<file path="config.mk">
export PLATFORM = sky130hd
export DESIGN_NAME = nco_phase_gen_flat
export DESIGN_NICKNAME = d
export VERILOG_FILES = /design/src/rtl/nco_phase_gen_if.sv /design/src/rtl/nco_phase_gen.sv /design/src/flat_wrapper.sv
export SDC_FILE = /design/constraint.sdc
export NUM_CORES = 1
export LEC_CHECK = 0
export BUFFER_PORTS_ARGS = -buffer_cell sky130_fd_sc_hd__buf_4
export CAP_MARGIN = 20
export CORE_MARGIN = 5
export CORE_UTILIZATION = 53
export DETAILED_ROUTE_END_ITERATION = 6
export PLACE_DENSITY = 0.76
export SYNTH_ARGS = -nofsm -noshare
export SYNTH_HDL_FRONTEND = slang
export SYNTH_SLANG_ARGS = --single-unit
</file>
<file path="constraint.sdc">
create_clock -name clk -period 2.3 [get_ports clk]
set_clock_uncertainty 0.2 [all_clocks]
set_input_delay 0.46 -clock clk [delete_from_list [all_inputs] [get_ports clk]]
set_output_delay 0.46 -clock clk [all_outputs]
set_load 0.005 [all_outputs]
</file>
<file path="src/rtl/nco_phase_gen_if.sv">
// Frequency-control-word load channel between the CPU MMIO side and the NCO.
// Handshake: a word moves on a clk edge where fcw_valid && fcw_ready; fcw_in is held stable while valid waits.
interface nco_phase_gen_if #(
  parameter int ACC_WIDTH = 24
) ();
  logic [ACC_WIDTH-1:0] fcw_in;
  logic                 fcw_valid;
  logic                 fcw_ready;

  modport master (
    output fcw_in,
    output fcw_valid,
    input  fcw_ready
  );

  modport slave (
    input  fcw_in,
    input  fcw_valid,
    output fcw_ready
  );
endinterface

</file>
<file path="src/rtl/nco_phase_gen.sv">
// Phase-accumulator NCO: advances by the active FCW once per divided sample tick and
// registers the top PHASE_WIDTH bits; new FCWs go through a shadow register applied on a tick.
module nco_phase_gen #(
  parameter int ACC_WIDTH   = 24,
  parameter int PHASE_WIDTH = 15,
  parameter int CLK_DIV     = 4
) (
  input  logic                   clk,
  input  logic                   rst,
  input  logic                   enable,
  input  logic                   sync_reset,
  nco_phase_gen_if.slave         fcw_if,
  output logic [PHASE_WIDTH-1:0] phase,
  output logic                   phase_valid,
  output logic                   wrap,
  output logic                   state_dbg
);

  localparam int DIV_W = (CLK_DIV > 1) ? $clog2(CLK_DIV) : 1;
  localparam logic [DIV_W-1:0] DIV_LAST = DIV_W'(CLK_DIV - 1);

  typedef enum logic {
    ST_EMPTY   = 1'b0,
    ST_PENDING = 1'b1
  } state_e;

  state_e                 state_q, state_d;
  logic [ACC_WIDTH-1:0]   acc_q, acc_d;
  logic [ACC_WIDTH-1:0]   active_fcw_q, active_fcw_d;
  logic [ACC_WIDTH-1:0]   shadow_q, shadow_d;
  logic [DIV_W-1:0]       div_cnt_q, div_cnt_d;
  logic [PHASE_WIDTH-1:0] phase_q, phase_d;
  logic                   phase_valid_q, phase_valid_d;
  logic                   wrap_q, wrap_d;
  logic                   tick;
  logic [ACC_WIDTH:0]     sum;

  // A hard sync swallows the tick of its cycle, including any FCW apply.
  assign tick = enable && !sync_reset && (div_cnt_q == DIV_LAST);
  assign sum  = {1'b0, acc_q} + {1'b0, active_fcw_q};

  assign fcw_if.fcw_ready = (state_q == ST_EMPTY);
  assign phase            = phase_q;
  assign phase_valid      = phase_valid_q;
  assign wrap             = wrap_q;
  assign state_dbg        = state_q;

  always_comb begin
    state_d      = state_q;
    shadow_d     = shadow_q;
    active_fcw_d = active_fcw_q;
    case (state_q)
      ST_EMPTY: begin
        if (fcw_if.fcw_valid) begin
          shadow_d = fcw_if.fcw_in;
          state_d  = ST_PENDING;
        end
      end
      ST_PENDING: begin
        if (tick) begin
          active_fcw_d = shadow_q;
          state_d      = ST_EMPTY;
        end
      end
      default: state_d = ST_EMPTY;
    endcase
  end

  // The add on an apply tick still uses the old FCW (active_fcw_q).
  always_comb begin
    acc_d         = acc_q;
    div_cnt_d     = div_cnt_q;
    phase_d       = phase_q;
    phase_valid_d = 1'b0;
    wrap_d        = 1'b0;
    if (sync_reset) begin
      acc_d     = '0;
      div_cnt_d = '0;
      phase_d   = '0;
    end else if (enable) begin
      div_cnt_d = (div_cnt_q == DIV_LAST) ? '0 : div_cnt_q + 1'b1;
      if (tick) begin
        acc_d         = sum[ACC_WIDTH-1:0];
        phase_d       = sum[ACC_WIDTH-1 -: PHASE_WIDTH];
        phase_valid_d = 1'b1;
        wrap_d        = sum[ACC_WIDTH];
      end
    end
  end

  always_ff @(posedge clk) begin
    if (rst) begin
      state_q       <= ST_EMPTY;
      acc_q         <= '0;
      active_fcw_q  <= '0;
      shadow_q      <= '0;
      div_cnt_q     <= '0;
      phase_q       <= '0;
      phase_valid_q <= 1'b0;
      wrap_q        <= 1'b0;
    end else begin
      state_q       <= state_d;
      acc_q         <= acc_d;
      active_fcw_q  <= active_fcw_d;
      shadow_q      <= shadow_d;
      div_cnt_q     <= div_cnt_d;
      phase_q       <= phase_d;
      phase_valid_q <= phase_valid_d;
      wrap_q        <= wrap_d;
    end
  end

endmodule

</file>
<file path="src/flat_wrapper.sv">
// flat-port wrapper written by rule: the top's interface ports become plain ports
module nco_phase_gen_flat 
#(
  parameter int ACC_WIDTH   = 24,
  parameter int PHASE_WIDTH = 15,
  parameter int CLK_DIV     = 4
)
  (clk, rst, enable, sync_reset, phase, phase_valid, wrap, state_dbg, fcw_if_fcw_in, fcw_if_fcw_valid, fcw_if_fcw_ready);
  nco_phase_gen_if #(.ACC_WIDTH(ACC_WIDTH)) fcw_if_i ();
  input  logic clk;
  input  logic rst;
  input  logic enable;
  input  logic sync_reset;
  output logic [PHASE_WIDTH-1:0] phase;
  output logic phase_valid;
  output logic wrap;
  output logic state_dbg;
  input wire logic [$bits(fcw_if_i.fcw_in)-1:0] fcw_if_fcw_in;
  input wire logic [$bits(fcw_if_i.fcw_valid)-1:0] fcw_if_fcw_valid;
  output wire logic [$bits(fcw_if_i.fcw_ready)-1:0] fcw_if_fcw_ready;
  assign fcw_if_i.fcw_in = fcw_if_fcw_in;
  assign fcw_if_i.fcw_valid = fcw_if_fcw_valid;
  assign fcw_if_fcw_ready = fcw_if_i.fcw_ready;
  nco_phase_gen #(.ACC_WIDTH(ACC_WIDTH), .PHASE_WIDTH(PHASE_WIDTH), .CLK_DIV(CLK_DIV)) u_core (.clk(clk), .rst(rst), .enable(enable), .sync_reset(sync_reset), .fcw_if(fcw_if_i), .phase(phase), .phase_valid(phase_valid), .wrap(wrap), .state_dbg(state_dbg));
endmodule
</file>
Yosys cells after proc, flatten, opt, wreduce, memory -nomap -nowiden
Cells that the tools add are included.
- add/sub/neg operators: 2
- equality and inequality tests: 1
- mux-type cells: 5
- bitwise gates (word level): 3
- reductions and logical operators: 9
- operators by type and width (kind ; count):
    adder 24 x 24 -> 25 bit ; 1
    AND reduction 2 bit ; 3
    OR reduction 4 bit ; 1
    two-way mux 1 bit ; 3
    inverter 1 bit ; 3
    OR reduction 3 bit ; 1
    adder 2 x 1 -> 2 bit (second input constant) ; 1
    == test 2 bit (second input constant) ; 1
    logical AND 1 bit ; 2
    two-way mux 2 bit ; 1
    one-hot mux 1 bit (2 select lines) ; 1
    OR reduction 2 bit ; 1
    zero test 1 bit ; 1
- register bits after elaboration: 92
- output and inout bits: 19

Depth between registers and ports, before layout
- depth after elaboration: 5
- depth in mapped cells: 10
- depth with buffers taken out: 9

Worst setup path after synthesis
No wires, ideal clock.
- kind: reg2reg
- from: reg u_core.active_fcw_q[1]
- to: reg u_core.phase_q[10] (netlist: u_core.phase[10])
- setup time: 0.115 ns
- arrival: 2.089 ns
- data required time: 1.985 ns
- setup slack: -0.103 ns
- stages on the path, launching flop included: 9
- buffers on the path: 0
- cells stage by stage: dfxtp_1 > ha_1 > a21oi_1 > and2b_1 > a31oi_1 > o31ai_4 > a31o_2 > xnor2_1 > a2111oi_0
- word-level cells in the longest chain between the ends: 1
- ends and longest elaborated chain (what ; line ; text):
    from (decl) ; nco_phase_gen.sv:29 ; logic [ACC_WIDTH-1:0] active_fcw_q, active_fcw_d;
    from (signal assigned) ; nco_phase_gen.sv:104 ; active_fcw_q <= active_fcw_d;
    adder 24 x 24 -> 25 bit ; nco_phase_gen.sv:40 ; assign sum = {1'b0, acc_q} + {1'b0, active_fcw_q};
    to (signal assigned) ; nco_phase_gen.sv:107 ; phase_q <= phase_d;
    to (decl) ; nco_phase_gen.sv:32 ; logic [PHASE_WIDTH-1:0] phase_q, phase_d;
Every way passes these cells.
A chain may end at the register's enable or synchronous reset.

Worst setup path after layout
Ends and elaborated chain as after synthesis.

==> impl.org <==
** Yosys
- Main synth FF type :: dfxtp_1
- The synthesized design devotes to its leading area cell type 37.8% of total area.
- The average instance in the mapped netlist occupies 7.80 sq um.
- The synthesized netlist occupies a cell area of 4070 sq um.
- Synthesis produced a netlist whose cell count is 522.
- Top cell types by occurrence after synthesis :: nand2_1, a21oi_1, dfxtp_1, ha_1
- Counting flops and latches in the post-synthesis netlist gives 77.
- Counting every net in the synthesized netlist gives 577.
- Syn. warnings :: 0
- Sequential-to-total area share from yosys stat :: 37.8%
- Synthesis instantiated 53 different standard cells from the library.
- Area contributors post-synth :: dfxtp_1, nand2_1, a21oi_1
- Library cell occupying the most area in the post-synthesis netlist :: dfxtp_1
- Of all flip-flops after synthesis, the portion carrying an async set or reset was 0%.
- Post-synth EDFFs :: 0
- Most repeated cell in the gate-level netlist after synthesis :: nand2_1

** Route
- The detailed router placed 3757 vias in this run.
- Dividing the detail-routed wire length by the instance count gives 14.6 um.
- After detailed routing, the number of remaining DRC violations is 0.
- Number of DRC markers after the initial detailed-route iteration :: 227
- Sum of routed wire length over all layers :: 9.85 mm
- 1st-pass router iterations :: 5
- Dividing the detail-routed via count by the number of cells gives 5.57.
- Antenna Nets Post-Route :: 0

** Finish
- The number of antenna diodes in the final layout is 0.
- Total number of nets in the final design :: 623
- The layout has 670 filler cells.
- Summing all flip-flop and latch instances after layout gives 1550 sq um.
- Relative to the synthesized area, the layout overhead comes to 20.3%.
- Share of final-layout standard cells stronger than drive strength 1 :: 24.1%
- The multi-input combinational cells in the finished layout cover a total of 2380 sq um.
- Number of cells in the finished layout apart from fillers :: 675

** Global route
- After global routing the overflow that remains totals 0.
- Across every metal layer, demand over resource in global routing totals 20.4%.
- Number of global-route vias before repair :: 3456
- Entering global routing, the biggest net connects 50 pins.
- Wire length of the first global-routing pass :: 16.1 mm
- Antenna violations before repair :: 0

** Timing
- Total count of hold-check failures in the final report :: 0
- Setup repair after global routing could not meet its margin everywhere.
- Total negative slack for setup checks :: -0.107 ns
- The number of max-slew violations in the final report is 0.
- The worst path in the final design needs a cycle of 2.34 ns, including I/O delays and setup.
- Maximum clock frequency :: 427 MHz
- Once routing completed, OpenROAD measured the worst setup slack at -0.0392 ns.
- Setup violations remaining at the end of the flow were counted as 6.
- Final period utilization :: 102%
- Worst slew margin relative to its limit :: 52.5%
- Worst Max-Slew Pin Slew :: 0.711 ns

** Place
- Detailed placement ended at an HPWL of 7.19 mm.
- Counting tap cells, the placed design contains a total of 657 instances.
- Port buffering added 47 buffers.
- Routability-driven placement finished with a final weighted congestion of 0.973.

** Worst setup path
- Required time of the critical path :: 2.33 ns
- STA classifies the critical path startpoint as a flip-flop.
- The cell family contributing the most delay on the critical path is compound AO/OA/AOI/OAI gates.
- Kind of capture point of the worst setup path :: flip-flop
- Worst path bufs/invs :: 0
- Data arrives at the worst endpoint at 2.37 ns.
- The critical path runs through a total of 8 cells.
- Crit path max-delay cell type :: dfxtp_2
- The critical path goes through ha_1, a21oi_1, and2b_2, a31oi_4, o31ai_4, a31o_2, xnor2_1, a2111oi_1.
- In this run the worst path has a maximum fanout of 2.
- The number of cells on the worst reg-to-reg path is 8.
- Type of the worst setup path :: flip-flop to flip-flop
- For this run, the slowest stage of the critical path takes 0.33 ns.

** Hold path
- Hold/Removal Path Class :: primary input to flip-flop
- The worst hold path was traced through 2 stages.

** Run
- Across the run, the number of max-cap violations was 0.

** Clock network
- The tree built by TritonCTS fans out to 77 sinks.
- Bufs on Longest Clock Path :: 2
- Number of CTS-inserted buffers :: 9
- Worst-skew pair later-pin latency :: 0.35 ns
- The H-tree was split into 3 levels.
- Clock edge transition at the registers on the reported setup and hold paths :: 0.08 ns
- TritonCTS built the clock tree.
- The tree is rooted in a clkbuf_8.
- Total of hold buffers inserted after clock tree synthesis :: 0

** Floorplan
- Number of rows in the core area :: 32
- The region available for standard cell placement spans 7610 sq um.
- The initial utilization of the core area, before any placement, comes to 53.5%.
- The floorplan step set the die width to 97.7 um.
- For this design the top-level I/O count stands at 48.
- Die Outline Area :: 9540 sq um
- Die boundary height :: 97.7 um

** Power
- Worst IR Drop VDD :: 0.000601 V
- P per Cell Area :: 517 nW/um^2
- Summed over all cells, the static leakage comes to 2.00 nW.

** Outcome
- The flow ran to the end, but the final reports show violations.
- The checks that failed: negative setup slack.
worst reg2reg max path, delay by kind of cell, from the launching register on:
family	cells	cell delay [ns]
xor gates and xnor gates	1	0.12
and+or+nand+nor	1	0.25
adders and majority gates	1	0.29
DFF	1	0.33
AOI/OAI and AO/OA	5	1.03
state kept, by name (all words and copies together) (netlist names):
name                 flops
u_core.phase_valid       1
u_core.shadow_q         24
u_core.state_dbg         1
u_core.phase            15
u_core.active_fcw_q     24
u_core.div_cnt_q         2
u_core.wrap              1
u_core.acc_q             9
repair_timing:
action / CTS / global route
resized for setup: 9 / 26
setup buffers: 0 / 2
pin swaps: 3 / 17
setup endpoints to repair: 7 / 17
cells by family after synthesis:
logic type / count (synthesis) / share of synthesized area, %
adder cells (fa/ha/maj): 26 / 8.17
XOR/XNOR: 16 / 3.44
AO/OA/AOI/OAI: 146 / 21.6
multiplexers: 4 / 0.983
buffers and inverters: 53 / 7.19
flip-flops: 77 / 37.8
AND/OR/NAND/NOR: 200 / 20.8
layout make-up:
| cell class | instances | area share (%) |
|---|---|---|
| Sequential cell | 77 | 31.6 |
| Inverter | 7 | 0.536 |
| Clock buffer | 10 | 2.60 |
| Tap cell | 102 | 2.60 |
| Clock inverter | 6 | 1.46 |
| Multi-Input combinational cell | 392 | 48.6 |
| Timing Repair Buffer | 81 | 12.6 |
stage by stage:
step,hold slack (ns),util [%],instance area [sq um],total power [mW],worst slack [ns]
after floorplan,0.225,-,4100,1.47,-0.0265
after global placement,0.241,59.9,4560,1.53,0.00897
after detailed placement,0.243,59.9,4560,1.53,-0.0862
after CTS,0.108,62.8,4780,2.55,-0.0197
after global routing,0.109,64.4,4900,2.63,-0.190
final,0.123,64.4,4900,2.54,-0.0392
where the power goes:
group | total [mW] | internal, mW | switching (mW)
combinational | 0.125 | 0.0590 | 0.0659
clock | 1.04 | 0.511 | 0.527
sequential | 1.37 | 1.36 | 0.0147
placed cells by master, fill, tap and decap left out, types with 3 or more instances in the layout:
cell      count
o21ai_1       5
o21bai_1      4
xor2_1        5
nand2_1     136
a21oi_2       8
ha_2          3
nand3_1       9
buf_4        79
clkbuf_8      9
nand4_1       9
dfxtp_1      70
a21oi_1      83
inv_1         6
nor2_1       22
dfxtp_2       7
xnor2_1      10
ha_1         20
o21ai_0      12
mux2i_1       4
a21o_1        5
nor3_1        8
final timing paths:
check	from	end	slack, ns
max	u_core.active_fcw_q[1]$_SDFFE_PP0P_	u_core.phase[10]$_SDFFE_PP0P_	-0.04
min	rst	u_core.phase[10]$_SDFFE_PP0P_	0.12
max reg2reg	u_core.active_fcw_q[1]$_SDFFE_PP0P_	u_core.phase[10]$_SDFFE_PP0P_	-0.04
min reg2reg	u_core.shadow_q[10]$_SDFFE_PP0P_	u_core.active_fcw_q[10]$_SDFFE_PP0P_	0.25
routing by layer:
layer	part of all wire [%]	up-vias	wire (um)	track usage, %
li1	-	1897	-	-
met1	46	1697	4530	26.7
met2	46	139	4490	32.3
met3	6.0	24	594	4.24
met4	2.4	0	235	9.16
met5	0	-	0	0
No activity file was read; power rests on OpenSTA's default activity.
